==> src/rtl/crossbar_pkg.sv <==
// crossbar_pkg: default sizes and the route-table entry shared by the crossbar.
// The sel field is wide enough for any port count up to 256.
package crossbar_pkg;
  localparam int N_DEF      = 4;
  localparam int DATA_W_DEF = 64;
  localparam int CNT_W_DEF  = 16;
  localparam int SEL_MAX_W  = 8;

  typedef struct packed {
    logic [SEL_MAX_W-1:0] sel;
    logic                 en;
  } route_t;
endpackage

==> src/rtl/crossbar_out_stage.sv <==
// crossbar_out_stage: one registered output port with valid/ready handshake.
// The parent only asserts load when can_acc is high.
module crossbar_out_stage
  import crossbar_pkg::*;
#(
  parameter int DATA_W = DATA_W_DEF
) (
  input  logic              clk,
  input  logic              rst_n,
  input  logic              load,
  input  logic [DATA_W-1:0] load_data,
  input  logic              out_ready,
  output logic              out_valid,
  output logic [DATA_W-1:0] out_data,
  output logic              can_acc
);

  assign can_acc = !out_valid || out_ready;

  always_ff @(posedge clk or negedge rst_n) begin
    if (!rst_n) begin
      out_valid <= 1'b0;
      out_data  <= '0;
    end else if (load) begin
      out_valid <= 1'b1;
      out_data  <= load_data;
    end else if (out_ready) begin
      out_valid <= 1'b0;
    end
  end

endmodule

==> src/rtl/crossbar_nxn_reg.sv <==
// crossbar_nxn_reg: NxN routed crossbar with registered outputs and multicast.
// Define CROSSBAR_PERF_CNT_EN to add per-output beat counters (cnt_clr, perf_cnt).
module crossbar_nxn_reg
  import crossbar_pkg::*;
#(
  parameter int N      = N_DEF,
  parameter int DATA_W = DATA_W_DEF,
  parameter int CNT_W  = CNT_W_DEF,
  localparam int SEL_W = $clog2(N)
) (
  input  logic                clk,
  input  logic                rst_n,
  input  logic                cfg_we,
  input  logic [SEL_W-1:0]    cfg_port,
  input  logic [SEL_W-1:0]    cfg_sel,
  input  logic                cfg_en,
  input  logic [N*DATA_W-1:0] in_data,
  input  logic [N-1:0]        in_valid,
  output logic [N-1:0]        in_ready,
  output logic [N*DATA_W-1:0] out_data,
  output logic [N-1:0]        out_valid,
  input  logic [N-1:0]        out_ready
`ifdef CROSSBAR_PERF_CNT_EN
  ,
  input  logic                cnt_clr,
  output logic [N*CNT_W-1:0]  perf_cnt
`endif
);

  if (N < 2 || N > (1 << SEL_MAX_W) ||
      (N & (N - 1)) != 0 || CNT_W < 1) begin : g_bad_param
    $error("crossbar_nxn_reg: bad parameters");
  end

  route_t              rt [N];
  logic [N-1:0]        can_acc;
  logic [N-1:0]        hit;
  logic [N-1:0]        blk;
  logic [N-1:0]        fire;
  logic [N-1:0]        ld;
  logic [N*DATA_W-1:0] ld_data;

  always_ff @(posedge clk or negedge rst_n) begin
    if (!rst_n) begin
      for (int o = 0; o < N; o++) begin
        rt[o].sel <= SEL_MAX_W'(o);
        rt[o].en  <= 1'b1;
      end
    end else if (cfg_we) begin
      rt[cfg_port].sel <= SEL_MAX_W'(cfg_sel);
      rt[cfg_port].en  <= cfg_en;
    end
  end

  // An input is ready only when every enabled destination can take the beat.
  always_comb begin
    hit = '0;
    blk = '0;
    for (int i = 0; i < N; i++) begin
      for (int o = 0; o < N; o++) begin
        if (rt[o].en && rt[o].sel == SEL_MAX_W'(i)) begin
          hit[i] = 1'b1;
          if (!can_acc[o]) blk[i] = 1'b1;
        end
      end
    end
  end

  assign in_ready = hit & ~blk & {N{rst_n}};
  assign fire     = in_valid & in_ready;

  always_comb begin
    ld      = '0;
    ld_data = '0;
    for (int o = 0; o < N; o++) begin
      for (int i = 0; i < N; i++) begin
        if (rt[o].sel == SEL_MAX_W'(i)) begin
          ld[o] = rt[o].en && fire[i];
          ld_data[o*DATA_W +: DATA_W] = in_data[i*DATA_W +: DATA_W];
        end
      end
    end
  end

  for (genvar o = 0; o < N; o++) begin : g_out
    crossbar_out_stage #(
      .DATA_W(DATA_W)
    ) u_stage (
      .clk      (clk),
      .rst_n    (rst_n),
      .load     (ld[o]),
      .load_data(ld_data[o*DATA_W +: DATA_W]),
      .out_ready(out_ready[o]),
      .out_valid(out_valid[o]),
      .out_data (out_data[o*DATA_W +: DATA_W]),
      .can_acc  (can_acc[o])
    );
  end

`ifdef CROSSBAR_PERF_CNT_EN
  for (genvar o = 0; o < N; o++) begin : g_cnt
    logic [CNT_W-1:0] cnt;
    always_ff @(posedge clk or negedge rst_n) begin
      if (!rst_n) begin
        cnt <= '0;
      end else if (cnt_clr) begin
        cnt <= '0;
      end else if (out_valid[o] && out_ready[o] && cnt != '1) begin
        cnt <= cnt + 1'b1;
      end
    end
    assign perf_cnt[o*CNT_W +: CNT_W] = cnt;
  end
`endif

endmodule

==> config.mk <==
export PLATFORM = sky130hd
export DESIGN_NAME = crossbar_nxn_reg
export DESIGN_NICKNAME = d
export VERILOG_FILES = /design/src/rtl/crossbar_pkg.sv /design/src/rtl/crossbar_out_stage.sv /design/src/rtl/crossbar_nxn_reg.sv
export SDC_FILE = /design/constraint.sdc
export NUM_CORES = 1
export LEC_CHECK = 0
export BUFFER_PORTS_ARGS = -buffer_cell sky130_fd_sc_hd__buf_2
export CORE_AREA = 5 5 208 210
export CTS_CLUSTER_SIZE = 40
export DETAILED_ROUTE_END_ITERATION = 7
export DIE_AREA = 0 0 213 215
export GPL_ROUTABILITY_DRIVEN = 0
export PLACE_DENSITY = 0.68
export SETUP_SLACK_MARGIN = 0.2
export SLEW_MARGIN = 20
export SYNTH_ARGS = -nofsm -noshare
export SYNTH_HDL_FRONTEND = slang
export SYNTH_SLANG_ARGS = --single-unit
==> constraint.sdc <==
create_clock -name clk -period 4.85 [get_ports clk]
set_input_delay 0.485 -clock clk [delete_from_list [all_inputs] [get_ports clk]]
set_output_delay 0.485 -clock clk [all_outputs]
set_load 0.02 [all_outputs]
# --- After elaboration in Yosys (flattened, before gate mapping) ---
# Index checks and enable logic that the tools add are counted.
# W data, S select, Z words.
classes:
  n_reduce_logical: 49
  bitwise_logic: 5
  eq_ne: 12
  order_cmp: 2
  muxes: 91
op_table:
  columns: ["operator", "count"]
  rows:
  - ["$mux W64", 16]
  - ["$bwmux W36", 2]
  - ["$mux W1", 70]
  - ["$eq A8 B2 Y1 const B", 8]
  - ["$demux W9 S2", 2]
  - ["$logic_and A1 B1 Y1", 33]
  - ["$eq A8 B1 Y1 const B", 4]
  - ["$logic_not A8 Y1", 4]
  - ["$and A4 B4 Y4", 3]
  - ["$mux W9", 1]
  - ["$reduce_bool A2 Y1", 4]
  - ["$logic_not A1 Y1", 4]
  - ["$logic_or A1 B1 Y1", 4]
  - ["$not A4 Y4", 1]
  - ["$ge A3 B3 Y1 const B", 1]
  - ["$lt A3 B1 Y1 const B", 1]
  - ["$not A2 Y3", 1]
totals:
  elab_cells: 175
  ff_bits: 296
  input_bits: 272
  out_inout_bits: 264

# --- Depth between registers and ports, before layout ---
# Gate-level depths: netlist of run 1.
logic_depth:
  word_depth: 20
  depth_mapped: 9
  mapped_depth_nobuf: 6

# --- Hierarchy ---
# A second synthesis of run 1 with hierarchy kept.
unflattened:
  hier_cells: 981
  area_unflattened_um2: 17530.6
modules_own_cells:
  columns: ["mod", "seq_area_each_um2", "cells_per_inst", "n_inst", "area_each_um2"]
  rows:
  - ["crossbar_out_stage", 1626.6, 138, 4, 2616.3]
  - ["crossbar_nxn_reg", 310.3, 429, 1, 7065.5]

# --- Worst setup path before layout of run 1 ---
# No wires, ideal clock.
synth_path:
  path_type: "reg-to-output"
  from: "reg rt[19] (netlist bit)"
  to: "out in_ready[1]"
  path_stages_with_launch: 6
  path_slack_ns: 2.269
  required_time_ns: 4.365
  t_arrival_ns: 2.096
  path_buffers: 3
  path_cell_list: "dfstp_2 -> buf_4 -> buf_4 -> buf_1 -> a22oi_1 -> a311oi_1"
synth_between:
  elab_chain_len: 10
synth_rtl:
  columns: ["item", "line", "text"]
  rows:
  - ["start: declaration", "crossbar_nxn_reg.sv:35", "route_t rt [N];"]
  - ["$eq A8 B1 Y1 (*)", "crossbar_nxn_reg.sv:61", "if (rt[o].en && rt[o].sel == SEL_MAX_W'(i)) begin"]
  - ["$logic_and A1 B1 Y1 (*)", "crossbar_nxn_reg.sv:61", null]
  - ["$mux W1", "crossbar_nxn_reg.sv:61", null]
  - ["$mux W1", "crossbar_nxn_reg.sv:63", "if (!can_acc[o]) blk[i] = 1'b1;"]
  - ["$mux W1", "crossbar_nxn_reg.sv:61", null]
  - ["$mux W1", "crossbar_nxn_reg.sv:63", null]
  - ["$mux W1", "crossbar_nxn_reg.sv:61", null]
  - ["$not A4 Y4", "crossbar_nxn_reg.sv:69", "assign in_ready = hit & ~blk & {N{rst_n}};"]
  - ["$and A4 B4 Y4 (*) (2 in series)", "crossbar_nxn_reg.sv:69", null]
  - ["end: declaration", "crossbar_nxn_reg.sv:19", "output logic [N-1:0] in_ready,"]
# Every way passes the cells marked *; elsewhere a longest branch is shown, timed or not.

# --- Final worst setup path of run 1 ---
layout_path:
  from: "reg rt[2] (netlist bit)"
  to: "reg g_out[2].u_stage.out_data[2]"
layout_between:
  elab_chain_len: 12
layout_rtl:
  columns: ["item", "line", "text"]
  rows:
  - ["$logic_not A8 Y1", "crossbar_nxn_reg.sv:61", null]
  - ["$logic_and A1 B1 Y1", "crossbar_nxn_reg.sv:61", null]
  - ["$mux W1", "crossbar_nxn_reg.sv:61", null]
  - ["$not A4 Y4", "crossbar_nxn_reg.sv:69", null]
  - ["$and A4 B4 Y4 (*) (2 in series)", "crossbar_nxn_reg.sv:69", null]
  - ["$and A4 B4 Y4 (*)", "crossbar_nxn_reg.sv:70", "assign fire = in_valid & in_ready;"]
  - ["$logic_and A1 B1 Y1", "crossbar_nxn_reg.sv:78", "ld[o] = rt[o].en && fire[i];"]
  - ["$mux W1 (3 in series)", "crossbar_nxn_reg.sv:77", "if (rt[o].sel == SEL_MAX_W'(i)) begin"]
  - ["$mux W1 (*)", "crossbar_nxn_reg.sv:77", null]
  - ["end signal: assignment", "crossbar_out_stage.sv:26", "out_data <= load_data;"]
  - ["end: declaration", "crossbar_out_stage.sv:14", "output logic [DATA_W-1:0] out_data,"]
# Marks and branches as above.
# A chain may end at the register's enable or synchronous reset.

==> impl_metrics.ini, run 1 <==
[synthesis]
synth_xor_area_share_pct = 0
yosysMostFrequentCell = dfrtp_1
yosysTopAreaCell = dfrtp_1
synth_common_cells = dfrtp_1 (264), mux4_2 (256), mux2_1 (103), mux2_4 (98), mux2_2 (66)
postSynth.asyncResetShare_pct = 100
synth_seq_cells = 272
synth-compound-area-share_pct = 1.10
yosys.area_share.adder_pct = 0
synth_nets = 1254
synthesis.area_mm2 = 0.0172
yosys.area_share.simple_pct = 2.55
synth_top_flop_cell = dfrtp_1
ys_seq_area_share_pct = 39.5
avgSynthCellArea_um2 = 17.6
ys_types = 54
synth_area_leaders = dfrtp_1 (38%), mux4_2 (33%), mux2_4 (8.5%), mux2_1 (6.7%), mux2_2 (4.3%)
synthMuxAreaShare_pct = 53.0
synth_top_family_by_area = multiplexers
synth_top_area_share_pct = 38.3
synth-edff-count = 0
syn-instance-count = 982
synth_warnings = 0

[grt]
antenna_found_initial = 15
grt_max_degree = 151
grt_overflow = 0
grt_pass1_wl_mm = 85.9
grt_pass1_vias = 13300
track_usage_pct = 24.7

[clock_tree]
cts.sinks = 272
cts_hold_buf = 1
clk_pin_slew_ns = 0.06
cts_max_level = 2
clock_path_buffers = 3
cts_tree = done
cts_buffers = 34
post_cts_resize_count = 0
cts_root_buffer = clkbuf_16
post_cts.repair.setup_buffers = 0
clock_latency_ns = 0.53

[critical_path]
arrival_ns = 4.03
rr_startpoint = rt[2]$_DFFE_PN1P_
reg2regPathDepth = 7
crit_path_start_kind = register
worst-path-max-fanout = 41
crit_end = g_out[2].u_stage.out_data[2]$_DFFE_PN0P_
cp-end-kind = register
rrSetupSlack_ns = 1.22
critPathKind = reg -> reg
r2r_end = g_out[2].u_stage.out_data[2]$_DFFE_PN0P_
crit_start = rt[2]$_DFFE_PN1P_
cp.required_ns = 5.26

[floorplan]
num_io_pins = 536
die_h_um = 215
coreArea_mm2 = 0.0414
rows = 75
die-area_mm2 = 0.0458
initial_core_util_pct = 41.7
die_w_um = 213

[route]
routed_wl_mm = 57.3
vias = 12400
dr.first_iter.drc_count = 957
ant_nets = 0
drt-pass1-iter-count = 5
drc_errors = 0
wl_per_cell_um = 27.9
via_per_inst = 6.05

[timing]
rsz0062_at_grt = false
slew_headroom_pct = 33.2
setup_tns_ns = 0
hold_violations = 0
drv_slew = 0
fin_crit_ns = 3.63
clock.fmax_mhz = 276
skew_ns = 0.0166
post-route-period-util_pct = 74.8
setup_violations = 0
tightest_slew_ns = 1.00

[flow_run]
maxCapViolations = 0

[status]
status = finished clean

[power_and_ir_drop]
combPwrFrac_pct = 47.6
seqPwrFrac_pct = 33.1
ir_drop_mv = 0.350
power_leakage_nw = 9.28
power_density_mw_per_mm2 = 596
switching_share_pct = 39.8
internal_power_mw = 7.65
clkPwrFrac_pct = 19.3
p_switching_mw = 5.06

[cells_and_area]
drive_above_1_share_pct = 69.8
fin_nets = 1751
final_cells = 2054
fill_cells = 3478
synthToLayoutAreaGrowth_pct = 23.8

[place]
numPortBuffers = 535
dp.cells = 1981
place_hpwl_mm = 40.0

[hold_path]
hold_path_class = in -> reg
-- worst max-delay path, cell delays in order, from the launching register on --
cell      delay (ns)
dfstp_4         0.99
nand3_1         0.23
nand4b_1        0.18
o211ai_2        0.14
nor4_1          0.56
a221o_4         0.56
buf_4           0.44
mux2_2          0.38
-- power by group through the flow --
stage / logic (mW) / registers [mW] / clock network (mW)
final: 6.05 / 4.21 / 2.45
after global routing: 6.38 / 4.35 / 2.61
after CTS: 6.11 / 4.21 / 2.51
after detailed placement: 6.09 / 4.22 / 0
after global placement: 6.00 / 4.21 / 0
after floorplan: 2.78 / 5.33 / 0
-- logic make-up (layout without fill, tap and decap cells) --
logic type,after synthesis,count (layout)
flops,272,272
mux,523,523
simple gates,66,66
other cells,0,14
compound gates,21,21
buf+inv,100,619
-- registers in the layout, summed over array words and instances (netlist names) --
register,cells
g_out.u_stage.out_data,256
g_out.u_stage.out_valid,4
rt,12
-- placed cells by master, fill, tap and decap left out, types with 3 or more instances in the layout --
master       n
buf_2      534
dfrtp_1    260
mux4_2     256
mux2_1     103
mux2_4      98
mux2_2      66
clkbuf_16   37
buf_4       17
diode_2     14
clkbuf_1    12
nand2_1      8
nand3_1      8
nand2b_1     7
nor2b_1      5
nor4_1       5
inv_1        4
nor3b_1      4
nor3_1       4
clkbuf_8     4
buf_12       4
dfstp_2      4
dfrtp_4      4
dfstp_4      4
and3b_1      3
nand3b_1     3
and3_1       3
clkinv_2     3
-- worst min path at each step --
stage                                                   start                                         to  slack [ns]  depth (start not counted)
floorplan                                               rst_n   g_out[0].u_stage.out_data[0]$_DFFE_PN0P_        0.19                          0
CTS                                                    cfg_en                         rt[27]$_DFFE_PN1P_        0.19                          3
detailed placement  g_out[1].u_stage.out_data[37]$_DFFE_PN0P_  g_out[1].u_stage.out_data[37]$_DFFE_PN0P_        0.47                          1
global route                                     out_ready[2]     g_out[2].u_stage.out_valid$_DFFE_PN0P_        0.23                          3
finish                                                 cfg_en                         rt[27]$_DFFE_PN1P_        0.21                          3
global placement    g_out[1].u_stage.out_data[38]$_DFFE_PN0P_  g_out[1].u_stage.out_data[38]$_DFFE_PN0P_        0.46                          1
-- through the flow --
stage	setup WS [ns]	hold slack [ns]	area, um2	utilization [%]	total power, mW
CTS	1.24	0.186	21300	51.5	12.8
global placement	1.26	0.464	20200	48.9	10.2
floorplan	2.27	0.189	17200	-	8.10
global route	1.04	0.231	21300	51.6	13.3
detailed placement	1.27	0.469	20200	48.9	10.3
finish	1.22	0.215	21300	51.6	12.7
-- per-layer routing --
layer	vias to the layer above	routed length (um)	track usage (%)	share of wire, %
met5	-	37	0	0.065
li1	5058	-	-	-
met3	123	5400	7.26	9.4
met1	6604	22100	32.8	39
met4	6	1730	7.77	3.0
met2	628	28000	39.5	49
-- area by class of cell --
type                       count  area [um2]  area share (%)
multi-input combinational    610        9810            46.0
sequential                   272        6850            32.1
timing repair buffer         557        2910            13.6
clock buffer                  53        1030            4.81
tap                          539         674            3.16
antenna                       14        35.0           0.164
clock inverter                 5        32.5           0.152
inverter                       4        15.0          0.0703
Power figures use the tool's default switching activity.
==> inputs of run 2 (changes only) <==
Settings changed: CORE_AREA 5 5 208 210 to 5 5 204 206, DIE_AREA 0 0 213 215 to 0 0 209 211, PLACE_DENSITY 0.68 to 0.73.
Clock period 4.85 ns to 3.2 ns, I/O delays scaled along.
==> impl_metrics.ini, run 2 (synthesized netlist as in run 1, its figures left out) <==
[timing]
slew_headroom_pct = 34.7
tightest_slew_ns = 0.980
clock.fmax_mhz = 344
setup_tns_ns = 0
rsz0062_at_grt = true
setup_violations = 0
hold_violations = 10
skew_ns = 0.0134
timing.hold.ws_ns = -0.00584
fin_crit_ns = 2.91
fin_ws_ns = 0.293
post-route-period-util_pct = 90.8
drv_slew = 0

[cells_and_area]
fin_nets = 1760
drive_above_1_share_pct = 70.5
largest_reg_flops = 256
final_common_cell = buf_2
top_regs = g_out.u_stage.out_data (256), rt (12), g_out.u_stage.out_valid (4)
final_cell_mix = buf_2 (534), dfrtp_1 (260), mux4_2 (256)
largest_register = g_out.u_stage.out_data
fill_cells = 3237
synthToLayoutAreaGrowth_pct = 24.2

[power_and_ir_drop]
combPwrFrac_pct = 49.0
power_leakage_nw = 9.36
seqPwrFrac_pct = 32.6
clkPwrFrac_pct = 18.4
ir_drop_mv = 0.507
power_density_mw_per_mm2 = 894
p_switching_mw = 7.63
switching_share_pct = 39.8
internal_power_mw = 11.5
finalPower_mw = 19.1

[clock_tree]
clk_pin_slew_ns = 0.07
clock_latency_ns = 0.56
cts_tree = done
cts.sinks = 272
post_cts.repair.setup_buffers = 0
cts_max_level = 1
clock_path_buffers = 3
cts_buffers = 31
cts_root_buffer = clkbuf_16

[critical_path]
worstPathCellList = buf_4 -> nor3b_1 -> nor4_1 -> nor3_1 -> buf_2
slowest_stage = nor3b_1
cp-end-kind = output pin
cp.required_ns = 2.88
worst-path-max-fanout = 22
crit_path_start_kind = register
arrival_ns = 2.59
critPathKind = reg -> out
crit_path_max_incr_delay_ns = 0.53

[floorplan]
initial_core_util_pct = 43.7
die_h_um = 211
coreArea_mm2 = 0.0395
rows = 73
die-area_mm2 = 0.0441
die_w_um = 209
num_io_pins = 536

[route]
via_per_inst = 6.13
drt-pass1-iter-count = 5
drc_errors = 0
wl_per_cell_um = 27.1
dr.first_iter.drc_count = 857
routed_wl_mm = 55.3
ant_nets = 0
vias = 12500

[place]
numPortBuffers = 535
place_hpwl_mm = 39.9
place_ws_ns = 0.339

[flow_run]
maxCapViolations = 0

[grt]
grt_pass1_wl_mm = 84.5
antenna_found_initial = 6
grt_max_degree = 65
track_usage_pct = 24.6
grt_overflow = 0
grt_pass1_vias = 13300

[status]
status = complete, but fails checks
violations = hold timing

[hold_path]
hold_path_class = in -> async
## run 2: cell count changes in the layout (fill, tap and decap cells not counted)
cell,change
clkinv_2,+6
clkinv_4,-1
clkbuf_8,+6
bufinv_16,+1
dlygate4sd3_1,+2
nor3_1,-1
buf_4,+4
buf_12,+4
diode_2,-9
nor3_2,+1
clkbuf_1,-9
buf_6,+2
clkinvlp_4,+1
clkbuf_16,-6
## run 2: per-layer routing
metal / track usage [%] / part of all wire [%] / up-vias / wire [um]
li1: - / - / 5090 / -
met1: 32.9 / 38 / 6553 / 21300
met2: 41.4 / 50 / 760 / 27800
met3: 5.29 / 8.7 / 113 / 4800
met4: 6.41 / 2.6 / 4 / 1430
met5: 0 / 0.063 / - / 35
## run 2: worst max-delay path, delay by kind of cell, from the launching register on
kind | cells | cell delay [ns]
buffers and inverters | 2 | 0.52
and+or+nand+nor | 3 | 0.98
DFF | 1 | 0.52
## run 2: final timing paths
check                                                         start                                        end  slack, ns  cells past startpoint
setup / recovery                                 rt[28]$_DFFE_PN0P_                                in_ready[2]       0.29                      5
hold / removal                                                rst_n  g_out[2].u_stage.out_data[11]$_DFFE_PN0P_     -0.006                      2
setup reg to reg                                 rt[11]$_DFFE_PN1P_   g_out[2].u_stage.out_data[1]$_DFFE_PN0P_       0.34                      7
hold reg to reg            g_out[1].u_stage.out_data[4]$_DFFE_PN0P_   g_out[1].u_stage.out_data[4]$_DFFE_PN0P_       0.48                      1
max in group asynchronous                                     rst_n  g_out[2].u_stage.out_data[23]$_DFFE_PN0P_       1.29                      4
min in group clk                                         cfg_sel[0]                         rt[28]$_DFFE_PN0P_       0.07                      2
## run 2: stage by stage
stage	utilization [%]	instance area [um2]	instances
after floorplan	-	17200	982
after global placement	51.5	20300	1977
after detailed placement	51.5	20300	1977
after CTS	54.2	21400	2036
after global routing	54.3	21400	2039
final	54.3	21400	2041
## run 2: area by class of cell
class	count	area (um2)	area share, %
antenna	5	12.5	0.0584
sequential	272	6850	32.0
clock buffer	44	925	4.32
multi-input combinational	610	9820	45.8
tap	525	657	3.07
clock inverter	12	91.3	0.426
timing repair buffer	569	3060	14.3
inverter	4	15.0	0.0701
## run 2: timing repair
action	4_1_cts	5_1_grt
hold buffers	3	0
hold endpoints to repair	37	0
setup endpoints to repair	2	3
resized for setup	3	3
pin swaps	0	0
cloned	0	0
## run 2: power by group through the flow
stage          Combinational, mW  Clock, mW  Sequential, mW
2_1_floorplan               4.21          0            8.07
3_3_place_gp                9.29          0            6.21
3_5_place_dp                9.44          0            6.25
4_1_cts                     9.47       3.61            6.23
5_1_grt                     9.90       3.75            6.42
6_report                    9.38       3.52            6.24
==> inputs of run 3 (changes only) <==
Settings changed: CAP_MARGIN from default to 10, HOLD_SLACK_MARGIN from default to 0.02.
==> impl_metrics.ini, run 3 (synthesized netlist as in run 1, its figures left out) <==
[clock_tree]
clk_pin_slew_ns = 0.06
post_cts.repair.setup_buffers = 0
clock_path_buffers = 3
cts_buffers = 31
clock_latency_ns = 0.56
cts_tree = done
cts_max_level = 1
cts.sinks = 272
cts_root_buffer = clkbuf_16

[grt]
grt_max_degree = 65
grt_overflow = 0
track_usage_pct = 24.6
grt_pass1_wl_mm = 84.6
grt_pass1_vias = 13300
antenna_found_initial = 6

[cells_and_area]
drive_above_1_share_pct = 70.5
final_common_cell = buf_2
synthToLayoutAreaGrowth_pct = 24.3
fin_nets = 1760
final_cell_mix = buf_2 (534), dfrtp_1 (260), mux4_2 (256)
top_regs = g_out.u_stage.out_data (256), rt (12), g_out.u_stage.out_valid (4)
largest_register = g_out.u_stage.out_data
largest_reg_flops = 256

[floorplan]
die-area_mm2 = 0.0441
die_w_um = 209
initial_core_util_pct = 43.7
num_io_pins = 536
coreArea_mm2 = 0.0395
rows = 73
die_h_um = 211

[route]
vias = 12500
drc_errors = 0
drt-pass1-iter-count = 5
via_per_inst = 6.14
ant_nets = 0
dr.first_iter.drc_count = 851
wl_per_cell_um = 27.1
routed_wl_mm = 55.3

[critical_path]
worst-path-max-fanout = 22
r2r_end = g_out[2].u_stage.out_data[1]$_DFFE_PN0P_
rrSetupSlack_ns = 0.33
slowest_stage = dfrtp_4
arrival_ns = 2.57
critPathKind = reg -> out
rr_startpoint = rt[11]$_DFFE_PN1P_
cp.required_ns = 2.88
cp-end-kind = output pin
crit_path_max_incr_delay_ns = 0.52
reg2regPathDepth = 8
crit_path_start_kind = register
worstPathCellList = buf_4 -> nor3b_1 -> nor4_1 -> nor3_1 -> buf_2

[timing]
clock.fmax_mhz = 346
hold_violations = 0
fin_ws_ns = 0.306
skew_ns = 0.0132
rsz0062_at_grt = true
tightest_slew_ns = 0.975
fin_crit_ns = 2.89
setup_tns_ns = 0
setup_violations = 0
slew_headroom_pct = 35.0
post-route-period-util_pct = 90.4
drv_slew = 0

[place]
numPortBuffers = 535
place_hpwl_mm = 39.9
place_ws_ns = 0.339

[power_and_ir_drop]
power_leakage_nw = 9.36
finalPower_mw = 19.1
ir_drop_mv = 0.508
power_density_mw_per_mm2 = 893

[flow_run]
maxCapViolations = 0

[status]
status = finished clean

[hold_path]
hold_depth = 2
hold_path_class = in -> reg
min_from = cfg_sel[0]
min_to = rt[28]$_DFFE_PN0P_
==> run 3: worst max-delay path by stage <==
stage / start / endpoint / slack [ns] / cells after the start
finish: rt[28]$_DFFE_PN0P_ / in_ready[2] / 0.31 / 5
CTS: rt[19]$_DFFE_PN1P_ / in_ready[1] / 0.20 / 5
detailed placement: rt[11]$_DFFE_PN1P_ / g_out[3].u_stage.out_data[12]$_DFFE_PN0P_ / 0.34 / 8
global route: rt[28]$_DFFE_PN0P_ / in_ready[2] / 0.16 / 5
floorplan: rt[19]$_DFFE_PN1P_ / in_ready[1] / 0.78 / 5
global placement: rt[11]$_DFFE_PN1P_ / g_out[3].u_stage.out_data[1]$_DFFE_PN0P_ / 0.38 / 8
==> run 3: cell type report <==
type / instances / area (um2)
Timing Repair Buffer: 569 / 3060
Tap cell: 525 / 657
Fill cell: 3235 / 18000
Antenna cell: 5 / 12.5
Clock buffer: 44 / 925
Inverter: 4 / 15.0
Sequential cell: 272 / 6850
Clock inverter: 12 / 91.3
Multi-Input combinational cell: 610 / 9820
==> run 3: timing repair <==
action,in CTS,in global routing
hold buffers,3,0
gates resized for setup,3,4
endpoints found under the setup margin,2,3
endpoints found under the hold margin,39,0
==> run 3: metal layers <==
layer | routed length (um) | share of wire, % | GRT usage (%)
met3 | 4720 | 8.5 | 5.29
met2 | 27800 | 50 | 41.5
met4 | 1340 | 2.4 | 6.41
met5 | 35 | 0.063 | 0
met1 | 21400 | 39 | 32.9
==> run 3: stage by stage <==
step                      area [um2]  cells  utilization, %  hold WS, ns
after global routing           21400   2039            54.3       0.0564
final                          21400   2041            54.3       0.0731
after CTS                      21400   2036            54.2       0.0297
after floorplan                17200    982               -       0.0244
after global placement         20300   1977            51.5        0.138
after detailed placement       20300   1977            51.5        0.132
==> run 3: critical path, delay by kind of cell, from the launching register on <==
kind	cells	cell delay (ns)
buffers and inverters	2	0.52
and+or+nand+nor	3	0.98
DFF	1	0.52
==> run 3: report_power, final <==
part | internal (mW) | leakage [nW] | switching (mW)
logic | 4.27 | 5.62 | 5.10
clock network | 2.07 | 0.511 | 1.45
registers | 5.17 | 3.22 | 1.07
